[config.mk]
export PLATFORM = sky130hd
export DESIGN_NAME = gpio_in_capture
export DESIGN_NICKNAME = d
export VERILOG_FILES = /design/src/rtl/gpio_pkg.sv /design/src/rtl/gpio_debounce_bit.sv /design/src/rtl/gpio_in_capture.sv
export SDC_FILE = /design/constraint.sdc
export NUM_CORES = 1
export LEC_CHECK = 0
export ABC_CLOCK_PERIOD_IN_PS = 2400
export BUFFER_PORTS_ARGS = -buffer_cell sky130_fd_sc_hd__buf_2
export CAP_MARGIN = 20
export CORE_UTILIZATION = 58
export DETAILED_ROUTE_END_ITERATION = 6
export GPL_ROUTABILITY_DRIVEN = 1
export PLACE_DENSITY = 0.8
export SLEW_MARGIN = 10
export SYNTH_ARGS = -nofsm -noshare
export SYNTH_HDL_FRONTEND = slang
export SYNTH_SLANG_ARGS = --single-unit
[constraint.sdc]
create_clock -name clk -period 2.4 [get_ports clk]
set_clock_uncertainty 0.15 [all_clocks]
set_input_delay 0.12 -clock clk [delete_from_list [all_inputs] [get_ports clk]]
set_output_delay 0.12 -clock clk [all_outputs]
set_load 0.005 [all_outputs]
[src/rtl/gpio_pkg.sv]
// Shared GPIO definitions: register byte offsets within a block and the
// bit position of the fall half of the IRQ_EN / STATUS words.
package gpio_pkg;

    localparam logic [3:0] GPIO_IN_DATA   = 4'h0;
    localparam logic [3:0] GPIO_IN_IRQ_EN = 4'h4;
    localparam logic [3:0] GPIO_IN_STATUS = 4'h8;

    localparam int unsigned FALL_SHIFT = 16;

    typedef enum logic [1:0] {
        REG_DATA,
        REG_IRQ_EN,
        REG_STATUS,
        REG_NONE
    } gpio_in_reg_e;

    // Maps a byte offset inside the block to the register it selects.
    function automatic gpio_in_reg_e gpio_in_decode(input logic [3:0] offset);
        case (offset)
            GPIO_IN_DATA:   return REG_DATA;
            GPIO_IN_IRQ_EN: return REG_IRQ_EN;
            GPIO_IN_STATUS: return REG_STATUS;
            default:        return REG_NONE;
        endcase
    endfunction

endpackage

[src/rtl/gpio_debounce_bit.sv]
// One GPIO input bit: 2-FF synchroniser, stability counter and accepted level,
// with single-cycle rise/fall pulses coincident with the level update.
module gpio_debounce_bit #(
    parameter int unsigned DEBOUNCE_CYCLES = 50000,
    parameter int unsigned CNT_W           = 16
) (
    input  logic clk,
    input  logic resetn,
    input  logic din,
    output logic level,
    output logic rise,
    output logic fall
);

    localparam logic [CNT_W-1:0] LAST_CNT = CNT_W'(DEBOUNCE_CYCLES - 1);

    logic             r_sync1;
    logic             r_sync2;
    logic             r_level;
    logic [CNT_W-1:0] r_cnt;

    logic w_diff;
    logic w_accept;

    assign w_diff   = (r_sync2 != r_level);
    assign w_accept = w_diff && (r_cnt == LAST_CNT);

    // NOTE: sequential state uses non-blocking assignments so every flop
    // samples the pre-edge value of its source, which is what makes
    // r_sync1 -> r_sync2 a real two-stage synchroniser.
    always_ff @(posedge clk or negedge resetn) begin
        if (!resetn) begin
            r_sync1 <= 1'b0;
            r_sync2 <= 1'b0;
        end else begin
            r_sync1 <= din;
            r_sync2 <= r_sync1;
        end
    end

    // Counter is cleared on acceptance, so it never wraps.
    always_ff @(posedge clk or negedge resetn) begin
        if (!resetn) begin
            r_level <= 1'b0;
            r_cnt   <= '0;
        end else if (!w_diff) begin
            r_cnt   <= '0;
        end else if (w_accept) begin
            r_level <= r_sync2;
            r_cnt   <= '0;
        end else begin
            r_cnt   <= r_cnt + CNT_W'(1);
        end
    end

    assign level = r_level;
    assign rise  = w_accept &  r_sync2;
    assign fall  = w_accept & ~r_sync2;

endmodule

[src/rtl/gpio_in_capture.sv]
// Memory-mapped GPIO input block: per-bit debounce, sticky W1C edge status,
// masked level interrupt and a zero-when-unselected read port for the bus OR mux.
module gpio_in_capture
    import gpio_pkg::*;
#(
    parameter logic [31:0] BASE_ADDR       = 32'h2000_0010,
    parameter int unsigned WIDTH           = 8,
    parameter int unsigned DEBOUNCE_CYCLES = 50000,
    parameter int unsigned CNT_W           = 16
) (
    input  logic             clk,
    input  logic             resetn,
    input  logic [31:0]      mem_addr,
    input  logic [31:0]      mem_wdata,
    input  logic [3:0]       mem_wmask,
    output logic [31:0]      rdata,
    input  logic [WIDTH-1:0] gpio_in,
    output logic [WIDTH-1:0] gpio_level,
    output logic             irq
);

    logic [WIDTH-1:0] w_level;
    logic [WIDTH-1:0] w_rise;
    logic [WIDTH-1:0] w_fall;

    logic [WIDTH-1:0] r_rise_en;
    logic [WIDTH-1:0] r_fall_en;
    logic [WIDTH-1:0] r_rise_st;
    logic [WIDTH-1:0] r_fall_st;

    logic             w_sel;
    gpio_in_reg_e     w_reg;
    logic             w_wr;
    logic             w_wr_irq_en;
    logic             w_wr_status;
    logic [WIDTH-1:0] w_clr_rise;
    logic [WIDTH-1:0] w_clr_fall;
    logic             w_unused;

    genvar gi;
    generate
        for (gi = 0; gi < WIDTH; gi++) begin : g_bit
            gpio_debounce_bit #(
                .DEBOUNCE_CYCLES (DEBOUNCE_CYCLES),
                .CNT_W           (CNT_W)
            ) u_bit (
                .clk    (clk),
                .resetn (resetn),
                .din    (gpio_in[gi]),
                .level  (w_level[gi]),
                .rise   (w_rise[gi]),
                .fall   (w_fall[gi])
            );
        end
    endgenerate

    // Byte lanes are irrelevant: the block only supports full-word access.
    assign w_sel       = (mem_addr[31:4] == BASE_ADDR[31:4]);
    assign w_reg       = w_sel ? gpio_in_decode({mem_addr[3:2], 2'b00}) : REG_NONE;
    assign w_wr        = |mem_wmask;
    assign w_wr_irq_en = w_wr && (w_reg == REG_IRQ_EN);
    assign w_wr_status = w_wr && (w_reg == REG_STATUS);
    assign w_clr_rise  = w_wr_status ? mem_wdata[WIDTH-1:0]         : '0;
    assign w_clr_fall  = w_wr_status ? mem_wdata[FALL_SHIFT +: WIDTH] : '0;
    assign w_unused    = ^{mem_addr[1:0], mem_wdata};

    always_ff @(posedge clk or negedge resetn) begin
        if (!resetn) begin
            r_rise_en <= '0;
            r_fall_en <= '0;
        end else if (w_wr_irq_en) begin
            r_rise_en <= mem_wdata[WIDTH-1:0];
            r_fall_en <= mem_wdata[FALL_SHIFT +: WIDTH];
        end
    end

    // New edges are OR-ed in after the clear so a same-cycle edge wins.
    always_ff @(posedge clk or negedge resetn) begin
        if (!resetn) begin
            r_rise_st <= '0;
            r_fall_st <= '0;
        end else begin
            r_rise_st <= (r_rise_st & ~w_clr_rise) | w_rise;
            r_fall_st <= (r_fall_st & ~w_clr_fall) | w_fall;
        end
    end

    // NOTE: rdata gets a default before the case so no path leaves it
    // unassigned, which would otherwise infer a latch.
    always_comb begin
        rdata = '0;
        case (w_reg)
            REG_DATA:   rdata = 32'(w_level);
            REG_IRQ_EN: rdata = 32'(r_rise_en) | (32'(r_fall_en) << FALL_SHIFT);
            REG_STATUS: rdata = 32'(r_rise_st) | (32'(r_fall_st) << FALL_SHIFT);
            default:    rdata = '0;
        endcase
    end

    assign gpio_level = w_level;
    assign irq        = |((r_rise_st & r_rise_en) | (r_fall_st & r_fall_en));

endmodule

Word level (Yosys, flattened, before mapping)
Index checks and enable logic that the tools add are counted.

storage, ports and cells
  bits in read-only memories = 0
  RAM bits = 0
  bits in latches = 0
  output and inout bits = 41
  register bits = 184
  word-level logic and storage cells = 143
  memories kept = 0
  input port bits = 78

operators by class
  eq/ne operators = 21
  $add $sub $neg = 8
  reductions and logical operators = 22
  bitwise operators = 35
  multipliers = 0
  multiplexer cells = 21
  magnitude comparators = 0
  divide/modulo/power cells = 0
  shifts and indexed selects = 0

operators with widths
  kind                   count
  $mux 16                16
  $add 16x1->16 const B  8
  $eq 16x16->1 const B   8
  $pmux 24 s3            1
  $or 8x24->24           2
  $and 8x8->8            4
  $eq 28x26->1 const B   1
  $or 8x8->8             3
  $and 1x1->1            16
  $mux 8                 2
  $not 8->8              2
  $reduce_and 2->1       8
  $logic_and 1x1->1      10
  $ne 1x1->1             8
  $not 1->1              8
  $reduce_or 8->1        1
  $pmux 2 s3             1
  $eq 2x1->1 const B     2
  $eq 2x2->1 const B     2
  $logic_not 2->1        2
  $reduce_or 4->1        1
  $mux 2                 1

Longest topological paths before layout
Gate-level depths: netlist of run 1.

  depth after elaboration = 9
  mapped depth = 6
  depth with buffers taken out = 5

Cells and area by module
A second synthesis of run 1 with hierarchy kept.

second synthesis, totals
  cell total of the unflattened synthesis = 874
  area, all modules = 9485.3 µm²

modules (own cells, without submodules)
  module             instances  cells an instance  area an instance (µm²)  seq. area each (µm²)
  gpio_debounce_bit  8          85                 954.7                   475.5
  gpio_in_capture    1          194                1848.0                  800.8

Worst setup path after synthesis of run 1
No wires, ideal clock.

  path kind = reg-to-reg
  start point = register g_bit[6].u_bit.r_cnt[12]
  end point = register g_bit[6].u_bit.r_cnt[1]
  cell stages (with the launch flop) = 5
  library setup time = 0.120 ns
  data required time = 2.130 ns
  data arrival time = 1.856 ns
  clock period less this slack = 2.125 ns
  buffers on the path = 0
  setup slack = 0.275 ns
  path through = dfrtp_1 > or4b_1 > or4_4 > or2_4 > and3_1

between the ends
  longest elaborated chain between the ends = 4

RTL lines
  item                    line                     source
  from (decl)             gpio_debounce_bit.sv:20  logic [CNT_W-1:0] r_cnt;
  from (signal assigned)  gpio_debounce_bit.sv:52  r_cnt <= r_cnt + CNT_W'(1);
  $eq 16x16->1            gpio_debounce_bit.sv:26  assign w_accept = w_diff && (r_cnt == LAST_CNT);
  $logic_and 1x1->1       gpio_debounce_bit.sv:26
  $mux 16                 gpio_debounce_bit.sv:48  end else if (w_accept) begin
  $mux 16                 gpio_debounce_bit.sv:46  end else if (!w_diff) begin

No other way between the ends.
A chain may end at the register's enable or synchronous reset.

Worst setup path after layout of run 1
  start point = register g_bit[0].u_bit.r_cnt[13]
  end point = register g_bit[0].u_bit.r_cnt[8]

between the ends
  longest elaborated chain between the ends = 4

RTL lines
  item                    line
  from (decl)             gpio_debounce_bit.sv:20
  from (signal assigned)  gpio_debounce_bit.sv:52
  $eq 16x16->1            gpio_debounce_bit.sv:26
  $logic_and 1x1->1       gpio_debounce_bit.sv:26
  $mux 16                 gpio_debounce_bit.sv:48
  $mux 16                 gpio_debounce_bit.sv:46

No other way between the ends.

==> results of run 1 <==
==> layout make-up <==
cell class / count / area (um^2)
well taps: 211 / 264
repair buffers: 133 / 885
clock inverters: 8 / 71.3
fillers: 1173 / 4690
flip-flops and latches: 184 / 4600
inverters: 28 / 105
clock buffers: 23 / 488
multi-input cells: 637 / 4150
==> per-stage QoR <==
stage	setup WS (ns)	area, um^2	utilization, %	instances	power, uW
5_1_grt	0.0280	10600	69.3	1224	6400
4_1_cts	0.106	10600	69.3	1224	6220
3_3_place_gp	0.180	9760	64.0	1168	3520
2_1_floorplan	0.275	9180	-	896	3380
3_5_place_dp	0.132	9760	64.0	1168	3530
6_report	0.131	10600	69.3	1224	6160
==> worst paths after layout <==
kind                                                      to                               start  slack, ns
setup / recovery           g_bit[0].u_bit.r_cnt[8]$_DFF_PN0_  g_bit[0].u_bit.r_cnt[13]$_DFF_PN0_       0.13
hold / removal             g_bit[2].u_bit.r_cnt[5]$_DFF_PN0_                              resetn       0.07
setup reg to reg           g_bit[0].u_bit.r_cnt[8]$_DFF_PN0_  g_bit[0].u_bit.r_cnt[13]$_DFF_PN0_       0.13
hold reg to reg             g_bit[3].u_bit.r_sync2$_DFF_PN0_    g_bit[3].u_bit.r_sync1$_DFF_PN0_       0.20
max in group asynchronous  g_bit[0].u_bit.r_cnt[2]$_DFF_PN0_                              resetn       1.27
min in group clk                      r_rise_st[0]$_DFF_PN0_                        mem_addr[16]       0.14
==> report_power, final <==
| part | switching (uW) | internal [uW] | leakage [uW] |
|---|---|---|---|
| sequential | 40.8 | 3150 | 0.00243 |
| combinational | 176 | 134 | 0.00186 |
| clock | 1140 | 1530 | 0.000279 |
==> layer usage <==
| metal | routed length [um] | global-route usage, % | up-vias |
|---|---|---|---|
| met4 | 312 | 9.03 | 0 |
| li1 | - | - | 3362 |
| met2 | 9550 | 42.6 | 180 |
| met3 | 773 | 4.90 | 22 |
| met1 | 8560 | 34.0 | 3451 |
| met5 | 0 | 0 | - |
==> registers in the layout, indices dropped and copies added, names as in the netlist <==
| name | flops |
|---|---|
| g_bit.u_bit.r_cnt | 128 |
| g_bit.u_bit.level | 8 |
| g_bit.u_bit.r_sync1 | 8 |
| g_bit.u_bit.r_sync2 | 8 |
| r_fall_en | 8 |
| r_fall_st | 8 |
| r_rise_en | 8 |
| r_rise_st | 8 |
==> worst max-delay path: cells and delay by family, from the launching register on <==
family,cells,cell delay [ns]
compound gates,1,0.39
flops,1,0.42
simple gates,3,1.17
==> kinds of logic (layout without fill, tap and decap cells) <==
logic type / count (synthesis) / after routing
other: 1 / 16
flip-flops: 184 / 184
XOR/XNOR: 104 / 104
AO/OA/AOI/OAI: 104 / 104
multiplexers: 24 / 24
adder cells (fa/ha/maj): 8 / 8
buffers and inverters: 75 / 192
AND/OR/NAND/NOR: 381 / 381
==> synth_stat cells (17+ instances only) <==
master,number,area (um^2)
nor3_1,20,100
nand2_1,28,105
and3_1,24,150
dfrtp_1,184,4600
inv_1,28,105
nor4_1,17,106
buf_4,29,218
xnor2_1,62,543
nand3_1,59,295
nor2_1,119,447
o21ai_0,31,155
nand4_1,36,225
xor2_1,42,368
==> metrics.txt, run 1 <==
worst path cell trace or4b_1 -> or4_4 -> o21ai_4 -> nor2_1; area grow syn2layout 15.9%; Die Y 127 um; startpoint types flip-flop; Clock Sinks 184; Final setup viols 0; DP HPWL 13.3 mm; Via-to-Cell Ratio 5.73; ys flop type dfrtp_1; CP required 2.55 ns; Synth Area in Simple Gates 22.7%; Peak VDD IR 0.547 mV; Setup CP Type reg -> reg; Synth Warn # 0; row count 45; worst hold margin 0.0681 ns; static leakage 0.00457 uW; cells after synthesis 881; htree depth 4; most common cell after layout, fill and taps aside dfrtp_1; first-pass GRT wire length 32.7 mm; Antenna diodes 0; CP Max Fanout 15; Fin. Hold Viols 0; Fin Setup TNS 0 ns; f_max between 400 and 500 MHz; CTS tree built; Worst-Skew Late Latency 0.43 ns; min Tclk post-route roughly 2.3 ns; CP endpoint kind flip-flop; Syn Std Cell Area roughly 0.0091 mm^2; data arrival time of the critical path 2.41 ns; initial core utilization between 50% and 60%; Reg clk slew, reported paths approximately 0.06 ns; MaxCap Viol Count 0; status complete, no violations; Post-DRT Antenna Nets 0; Adder-Cell Fraction of Synth Area ~1.1%; worst hold path type in -> async; cts repair resizes 0; initial antenna violation count 0; Yosys reg bits approximately 180; Placer Congestion 0.844; Power Dens Cells 583 mW/mm^2; pin count of the biggest net entering global routing 61; CTS Buf Count 17; Port-buffer cells 84; number of library cell types mapped by synthesis between 40 and 50; Seq/Total Area, Yosys around half; core area about 0.015 mm^2; Tot GR Track Use 25.7%; Register-to-Register Path Depth 4; DRT Wirelength 19.2 mm; root buf cell clkbuf_16; DR pass1 iterations 5; vias in the first global route 6,807; CTS Hold Buffers Added 25; Setup Buffers After CTS 0; Compound-Gate Fraction of Synth Area 8.23%; Final #Nets 1,087; Critical-path top delay cell or4b_1; mux share of post-synthesis cell area ~2.9%; number of max-slew violations in the final report 0; Crit path largest cell delay between 0.5 and 0.6 ns; share of cells above drive strength 1 ~17%; Die W 127 um; Starting DRT DRC Count between 400 and 500; async set-or-reset flop fraction in the synthesized netlist 100%; RSZ-0062 raised after global routing false; CTS Buffer Depth 2; period utilisation layout approximately 95%; number of synthesized flops with an enable pin 0; grt ovf 0; Ports between 100 and 150; routed vias approximately 7,000; commonest cells after routing, fill and taps aside dfrtp_1 (184), nor2_1 (119), buf_2 (83), xnor2_1 (62), nand3_1 (59); xor/xnor share of the synthesized area 9.99%; mean routed wirelength per cell 15.7 um; DIE AREA 0.0162 mm^2; largest family of logic cells by synthesized area simple AND/OR/NAND/NOR gates; DRC 0; syn_area_per_cell 10.4 um^2
Note: power is estimated with default switching activity, not from simulation.
==> inputs of run 2 (changes only) <==
--- a/config.mk
+++ b/config.mk
@@ -11,6 +11,7 @@
 export CORE_UTILIZATION = 58
 export DETAILED_ROUTE_END_ITERATION = 6
 export GPL_ROUTABILITY_DRIVEN = 1
+export GPL_TIMING_DRIVEN = 0
 export PLACE_DENSITY = 0.8
 export SLEW_MARGIN = 10
 export SYNTH_ARGS = -nofsm -noshare
==> run 2 against run 1 <==
Effect of this change: die area did not move; sequential cell count did not move; register-to-register slack got worse by 0.02 ns; fmax fell by 0.87%; cell count rose by 2.5%; worst setup slack got worse by 0.020 ns; cell area rose by 2.8%; routed wire length rose by 3.5%; sequential power barely moved; first-iteration DRC count rose by 12%.
==> metrics.txt, run 2 (same netlist as run 1, synthesis figures left out) <==
Antenna diodes 0 (unchanged); Port-buffer cells 83 (was 84); DIE AREA 0.0162 mm^2 (unchanged); Placed Area 0.00989 mm^2 (was 0.00976 mm^2); Final setup viols 0 (unchanged); initial antenna violation count 0 (unchanged); Ports 119 (unchanged); pin count of the biggest net entering global routing 107 (was 61); Cell Int Power 5040 uW (was 4810 uW); Worst-Skew Late Latency 0.43 ns (about the same); routed vias 7,133 (was 7,015); htree depth 4 (unchanged); CP delay by family, top simple AND/OR/NAND/NOR gates (unchanged); share of power burned in registers 49.2% (was 51.7%); CTS tree built (unchanged); reg-to-reg setup timing slack 0.11 ns (was 0.13 ns); worst slew pin tran between 0.7 and 0.8 ns; CP Max Fanout 10 (was 15); Critical-path top delay cell or4b_1 (unchanged); CTS Buf Count 17 (unchanged); Fin. Hold Viols 0 (unchanged); commonest cells after routing, fill and taps aside dfrtp_1 (184), nor2_1 (118), buf_2 (85), xnor2_1 (62), nand3_1 (59) (was dfrtp_1 (184), nor2_1 (119), buf_2 (83), xnor2_1 (62), nand3_1 (59)); CP endpoint kind flip-flop (unchanged); period utilisation layout 95.4% (was 94.6%); CP startpoint g_bit[4].u_bit.r_cnt[13]$_DFF_PN0_ (was g_bit[0].u_bit.r_cnt[13]$_DFF_PN0_); DR pass1 iterations 5 (unchanged); worst path bufs/invs 1 (was 0); f_max 437 MHz (was 441 MHz); Psw 1440 uW (was 1360 uW); core area 0.0153 mm^2 (unchanged); Clock Sinks 184 (unchanged); sw frac 22.2% (was 22.0%); final instance area 0.0109 mm^2 (was 0.0106 mm^2); Peak VDD IR 0.504 mV (was 0.547 mV); mean routed wirelength per cell 15.8 um (was 15.7 um); number of max-slew violations in the final report 0 (unchanged); Clock power frac 45.6% (was 43.3%); Tot GR Track Use 26.0% (was 25.7%); Reg clk slew, reported paths 0.07 ns (was 0.06 ns); initial core utilization 59.8% (unchanged); most common cell after layout, fill and taps aside dfrtp_1 (unchanged); Placer Congestion 0.867 (was 0.844); DP HPWL 13.5 mm (was 13.3 mm); Die Y 127 um (unchanged); DRC 0 (unchanged); Largest register FFs 128 (unchanged); Starting DRT DRC Count 541 (was 482); first-pass GRT wire length 32.8 mm (was 32.7 mm); placed cell count 1,191 (was 1,168); data arrival time of the critical path 2.45 ns (was 2.41 ns); CP required 2.56 ns (was 2.55 ns); grt ovf 0 (unchanged); Crit path largest cell delay 0.54 ns (about the same); vias in the first global route 6,728 (was 6,807); Largest Register g_bit.u_bit.r_cnt (unchanged); worst path cell trace or4b_1 -> or4_4 -> o21ai_4 -> buf_4 -> nor2_1 (was or4b_1 -> or4_4 -> o21ai_4 -> nor2_1); worst hold path type in -> async (unchanged); worst hold margin 0.107 ns (was 0.0681 ns); Fin Setup TNS 0 ns (unchanged); status complete, no violations (unchanged); area grow syn2layout 19.1% (was 15.9%); row count 45 (unchanged); Die W 127 um (unchanged); logic gate share of total power 5.3% (was 5.0%); Final #Nets 1,116 (was 1,087); share of cells above drive strength 1 18.5% (was 17.0%); MaxCap Viol Count 0 (unchanged); startpoint types flip-flop (unchanged); DRT Wirelength 19.9 mm (was 19.2 mm); CTS Buffer Depth 2 (unchanged); min Tclk post-route 2.29 ns (was 2.27 ns); Via-to-Cell Ratio 5.69 (was 5.73); Setup CP Type reg -> reg (unchanged); Post-DRT Antenna Nets 0 (unchanged); static leakage 0.00472 uW (was 0.00457 uW); Power Dens Cells 597 mW/mm^2 (was 583 mW/mm^2); Rel. slew slack about half; root buf cell clkbuf_16 (unchanged); Post-Layout Cell Count 1,254 (was 1,224); reg2reg start g_bit[4].u_bit.r_cnt[13]$_DFF_PN0_ (was g_bit[0].u_bit.r_cnt[13]$_DFF_PN0_)
==> run 2: changes by cell type in the layout (fill, tap and decap cells not counted), sizes merged <==
cell	delta
clkinvlp	+2
clkbuf	+6
clkinv	-2
buf	+18
inv	+1
dlygate4sd3	+2
bufinv	+3
==> run 2: final timing paths <==
| check | endpoint | cells after the start |
|---|---|---|
| max | g_bit[4].u_bit.r_cnt[14]$_DFF_PN0_ | 5 |
| min in group clk | r_fall_st[5]$_DFF_PN0_ | 4 |
| max reg2reg | g_bit[4].u_bit.r_cnt[14]$_DFF_PN0_ | 5 |
| min | g_bit[2].u_bit.r_cnt[10]$_DFF_PN0_ | 2 |
| min reg2reg | g_bit[4].u_bit.r_sync2$_DFF_PN0_ | 0 |
| max in group asynchronous | r_rise_en[6]$_DFFE_PN0P_ | 3 |
==> run 2: routing by layer <==
layer,track usage [%],vias to the layer above,part of all wire (%)
li1,-,3413,-
met1,35.3,3485,45
met2,42.2,206,48
met3,4.73,29,4.3
met4,9.10,0,1.9
met5,0,-,0
==> run 2: cell type report <==
type	instances	area, um^2
sequential	184	4600
fill	1135	4400
clock inverter	12	175
clock buffer	20	437
buffer	47	319
timing repair buffer	115	753
inverter	28	105
tap	211	264
multi-input combinational	637	4210
==> run 2: power by group through the flow <==
stage / sequential [uW] / combinational [uW] / clock, uW
after floorplan: 3240 / 149 / 0
after global placement: 3240 / 288 / 0
after detailed placement: 3250 / 302 / 0
after CTS: 3190 / 341 / 2990
after global routing: 3190 / 386 / 3120
final: 3190 / 341 / 2950
==> run 2: stage by stage <==
step | utilization, % | setup WS, ns | total power [uW]
2_1_floorplan | - | 0.275 | 3380
3_3_place_gp | 64.6 | -1.86 | 3530
3_5_place_dp | 64.8 | -0.354 | 3550
4_1_cts | 70.7 | 0.00320 | 6520
5_1_grt | 71.2 | -0.00611 | 6700
6_report | 71.2 | 0.111 | 6480
==> run 2: timing repair <==
item	CTS	global route
resized for setup	3	7
pin swaps	0	3
setup buffers	0	4
setup endpoints to repair	12	45
hold endpoints to repair	118	0
hold buffers	27	0
==> run 2: worst reg2reg max path, delay by kind of cell, from the launching register on <==
| kind | cells | cell delay, ns |
|---|---|---|
| and+or+nand+nor | 3 | 1.15 |
| DFF | 1 | 0.43 |
| AOI/OAI and AO/OA | 1 | 0.22 |
| buffers and inverters | 1 | 0.22 |
==> inputs of run 3 (changes only) <==
--- a/config.mk
+++ b/config.mk
@@ -8,6 +8,7 @@
 export ABC_CLOCK_PERIOD_IN_PS = 2400
 export BUFFER_PORTS_ARGS = -buffer_cell sky130_fd_sc_hd__buf_2
 export CAP_MARGIN = 20
+export CORE_MARGIN = 2
 export CORE_UTILIZATION = 58
 export DETAILED_ROUTE_END_ITERATION = 6
 export GPL_ROUTABILITY_DRIVEN = 1
==> run 3 against run 2 <==
Effect of this change: non-clock buffer count is 3 lower; total power decreased by 1.3%; critical endpoint is now g_bit[5].u_bit.r_cnt[8]$_DFF_PN0_; cell count fell by 0.40%; largest power group unchanged; fmax fell by 1.4%; register-to-register slack lost 0.03 ns; die area up 3.2%; combinational power barely moved; critical path type unchanged.
==> metrics.txt, run 3 (same netlist as run 1, synthesis figures left out) <==
CTS Buf Count 17 (unchanged); routed vias 7,145 (was 7,133); CP required 2.56 ns (about the same); Clock Sinks 184 (unchanged); Fill cells 1,084 (was 1,135); pin count of the biggest net entering global routing 107 (unchanged); Crit path largest cell delay 0.56 ns (was 0.54 ns); CTS tree built (unchanged); worst hold margin 0.0459 ns (was 0.107 ns); initial antenna violation count 0 (unchanged); row count 45 (unchanged); data arrival time of the critical path 2.48 ns (was 2.45 ns); f_max 431 MHz (was 437 MHz); CP Max Fanout 10 (unchanged); Largest Register g_bit.u_bit.r_cnt (unchanged); CTS Buffer Depth 2 (unchanged); htree depth 4 (unchanged); share of cells above drive strength 1 18.5% (about the same); Fin Setup TNS 0 ns (unchanged); Antenna diodes 0 (unchanged); worst path bufs/invs 1 (unchanged); Via-to-Cell Ratio 5.72 (was 5.69); worst hold path type in -> reg (was in -> async); Post-DRT Antenna Nets 0 (unchanged); DRC 0 (unchanged); core area 0.0153 mm^2 (unchanged); Critical-path top delay cell or4_1 (was or4b_1); Ports 119 (unchanged); Psw 1420 uW (was 1440 uW); Worst-Skew Late Latency 0.42 ns (was 0.43 ns); mean routed wirelength per cell 16.2 um (was 15.8 um); CP endpoint kind flip-flop (unchanged); Reg clk slew, reported paths 0.07 ns (about the same); Cell Int Power 4980 uW (was 5040 uW); Overall Power 6400 uW (was 6480 uW); placed cell count 1,191 (unchanged); Clock power frac 44.9% (was 45.6%); logic gate share of total power 5.3% (about the same); root buf cell clkbuf_16 (unchanged); initial core utilization 59.8% (unchanged); Tot GR Track Use 25.3% (was 26.0%); Post-Layout Cell Count 1,249 (was 1,254); Die W 129 um (was 127 um); number of max-slew violations in the final report 0 (unchanged); CP delay by family, top simple AND/OR/NAND/NOR gates (unchanged); DP HPWL 13.8 mm (was 13.5 mm); commonest cells after routing, fill and taps aside dfrtp_1 (184), nor2_1 (118), buf_2 (85), xnor2_1 (62), nand3_1 (59) (unchanged); share of power burned in registers 49.8% (was 49.2%); Starting DRT DRC Count 452 (was 541); Placer Congestion 0.887 (was 0.867); MaxCap Viol Count 0 (unchanged); Final setup viols 0 (unchanged); sw frac 22.2% (about the same); worst path cell trace or4b_1 -> or4_1 -> o21ai_2 -> buf_6 -> nor2_1 (was or4b_1 -> or4_4 -> o21ai_4 -> buf_4 -> nor2_1); Power Dens Cells 592 mW/mm^2 (was 597 mW/mm^2); min Tclk post-route 2.32 ns (was 2.29 ns); Fin. Hold Viols 0 (unchanged); first-pass GRT wire length 33.2 mm (was 32.8 mm); RSZ-0062 raised after global routing false; DR pass1 iterations 4 (was 5); static leakage 0.00470 uW (was 0.00472 uW); Setup CP Type reg -> reg (unchanged); vias in the first global route 6,863 (was 6,728); startpoint types flip-flop (unchanged); Port-buffer cells 83 (unchanged); period utilisation layout 96.8% (was 95.4%); grt ovf 0 (unchanged); DIE AREA 0.0167 mm^2 (was 0.0162 mm^2); most common cell after layout, fill and taps aside dfrtp_1 (unchanged); Final #Nets 1,113 (was 1,116); Die Y 129 um (was 127 um); post-layout util 70.9% (was 71.2%); worst slew pin tran 0.705 ns (was 0.737 ns); Largest register FFs 128 (unchanged); Multi-input gate area 0.00420 mm^2 (was 0.00421 mm^2); reg-to-reg setup timing slack 0.08 ns (was 0.11 ns); FF/Latch Area 0.00460 mm^2 (unchanged); area grow syn2layout 18.6% (was 19.1%); DRT Wirelength 20.3 mm (was 19.9 mm); Peak VDD IR 0.566 mV (was 0.504 mV); Rel. slew slack 53.0% (was 50.9%); status complete, no violations (unchanged)
[run 3: path summary, 6_finish.rpt]
path                                                    start                                  to  cells after the start
setup / recovery           g_bit[5].u_bit.r_cnt[13]$_DFF_PN0_   g_bit[5].u_bit.r_cnt[8]$_DFF_PN0_                      5
hold / removal                                    mem_addr[3]              r_fall_st[7]$_DFF_PN0_                      4
setup reg to reg           g_bit[5].u_bit.r_cnt[13]$_DFF_PN0_   g_bit[5].u_bit.r_cnt[8]$_DFF_PN0_                      5
hold reg to reg              g_bit[4].u_bit.r_sync1$_DFF_PN0_    g_bit[4].u_bit.r_sync2$_DFF_PN0_                      0
max in group asynchronous                              resetn   g_bit[1].u_bit.r_cnt[3]$_DFF_PN0_                      3
min in group asynchronous                              resetn  g_bit[2].u_bit.r_cnt[10]$_DFF_PN0_                      2
[run 3: layout make-up]
| type | instances | area share [%] |
|---|---|---|
| clock inverters | 11 | 1.38 |
| flip-flops and latches | 184 | 42.6 |
| plain buffers | 47 | 2.95 |
| multi-input cells | 637 | 38.8 |
| clock buffers | 19 | 4.19 |
| well taps | 211 | 2.44 |
| repair buffers | 112 | 6.69 |
| inverters | 28 | 0.972 |
[run 3: tightest hold or removal path: stages]
cell      delay [ns]
clkbuf_1        0.20
nand3_1         0.13
o31ai_1         0.06
o21ai_0         0.07
[run 3: layer usage]
layer  vias to the layer above  GRT usage (%)  part of all wire [%]
met2                       206           40.9                    48
met5                         -              0                     0
met3                        41           5.12                   4.7
li1                       3410              -                     -
met1                      3488           34.6                    44
met4                         0           8.76                   3.1
[run 3: power groups by stage]
| stage | registers [uW] | logic [uW] | clock network [uW] |
|---|---|---|---|
| floorplan | 3240 | 149 | 0 |
| global placement | 3240 | 288 | 0 |
| detailed placement | 3250 | 302 | 0 |
| CTS | 3190 | 337 | 2910 |
| global route | 3190 | 379 | 3050 |
| finish | 3190 | 338 | 2870 |
[run 3: what timing repair did]
action                     4_1_cts  5_1_grt
pin swaps                        0        2
setup buffers                    0        2
hold buffers                    25        0
resized for setup                2        6
setup endpoints to repair       11       30
hold endpoints to repair       118        0
[run 3: stage by stage]
step | setup WS, ns | cell area (um^2)
after global placement | -1.85 | 9860
after global routing | 0.000589 | 10800
final | 0.0776 | 10800
after floorplan | 0.275 | 9180
after detailed placement | -0.325 | 9890
after CTS | 0.0142 | 10800
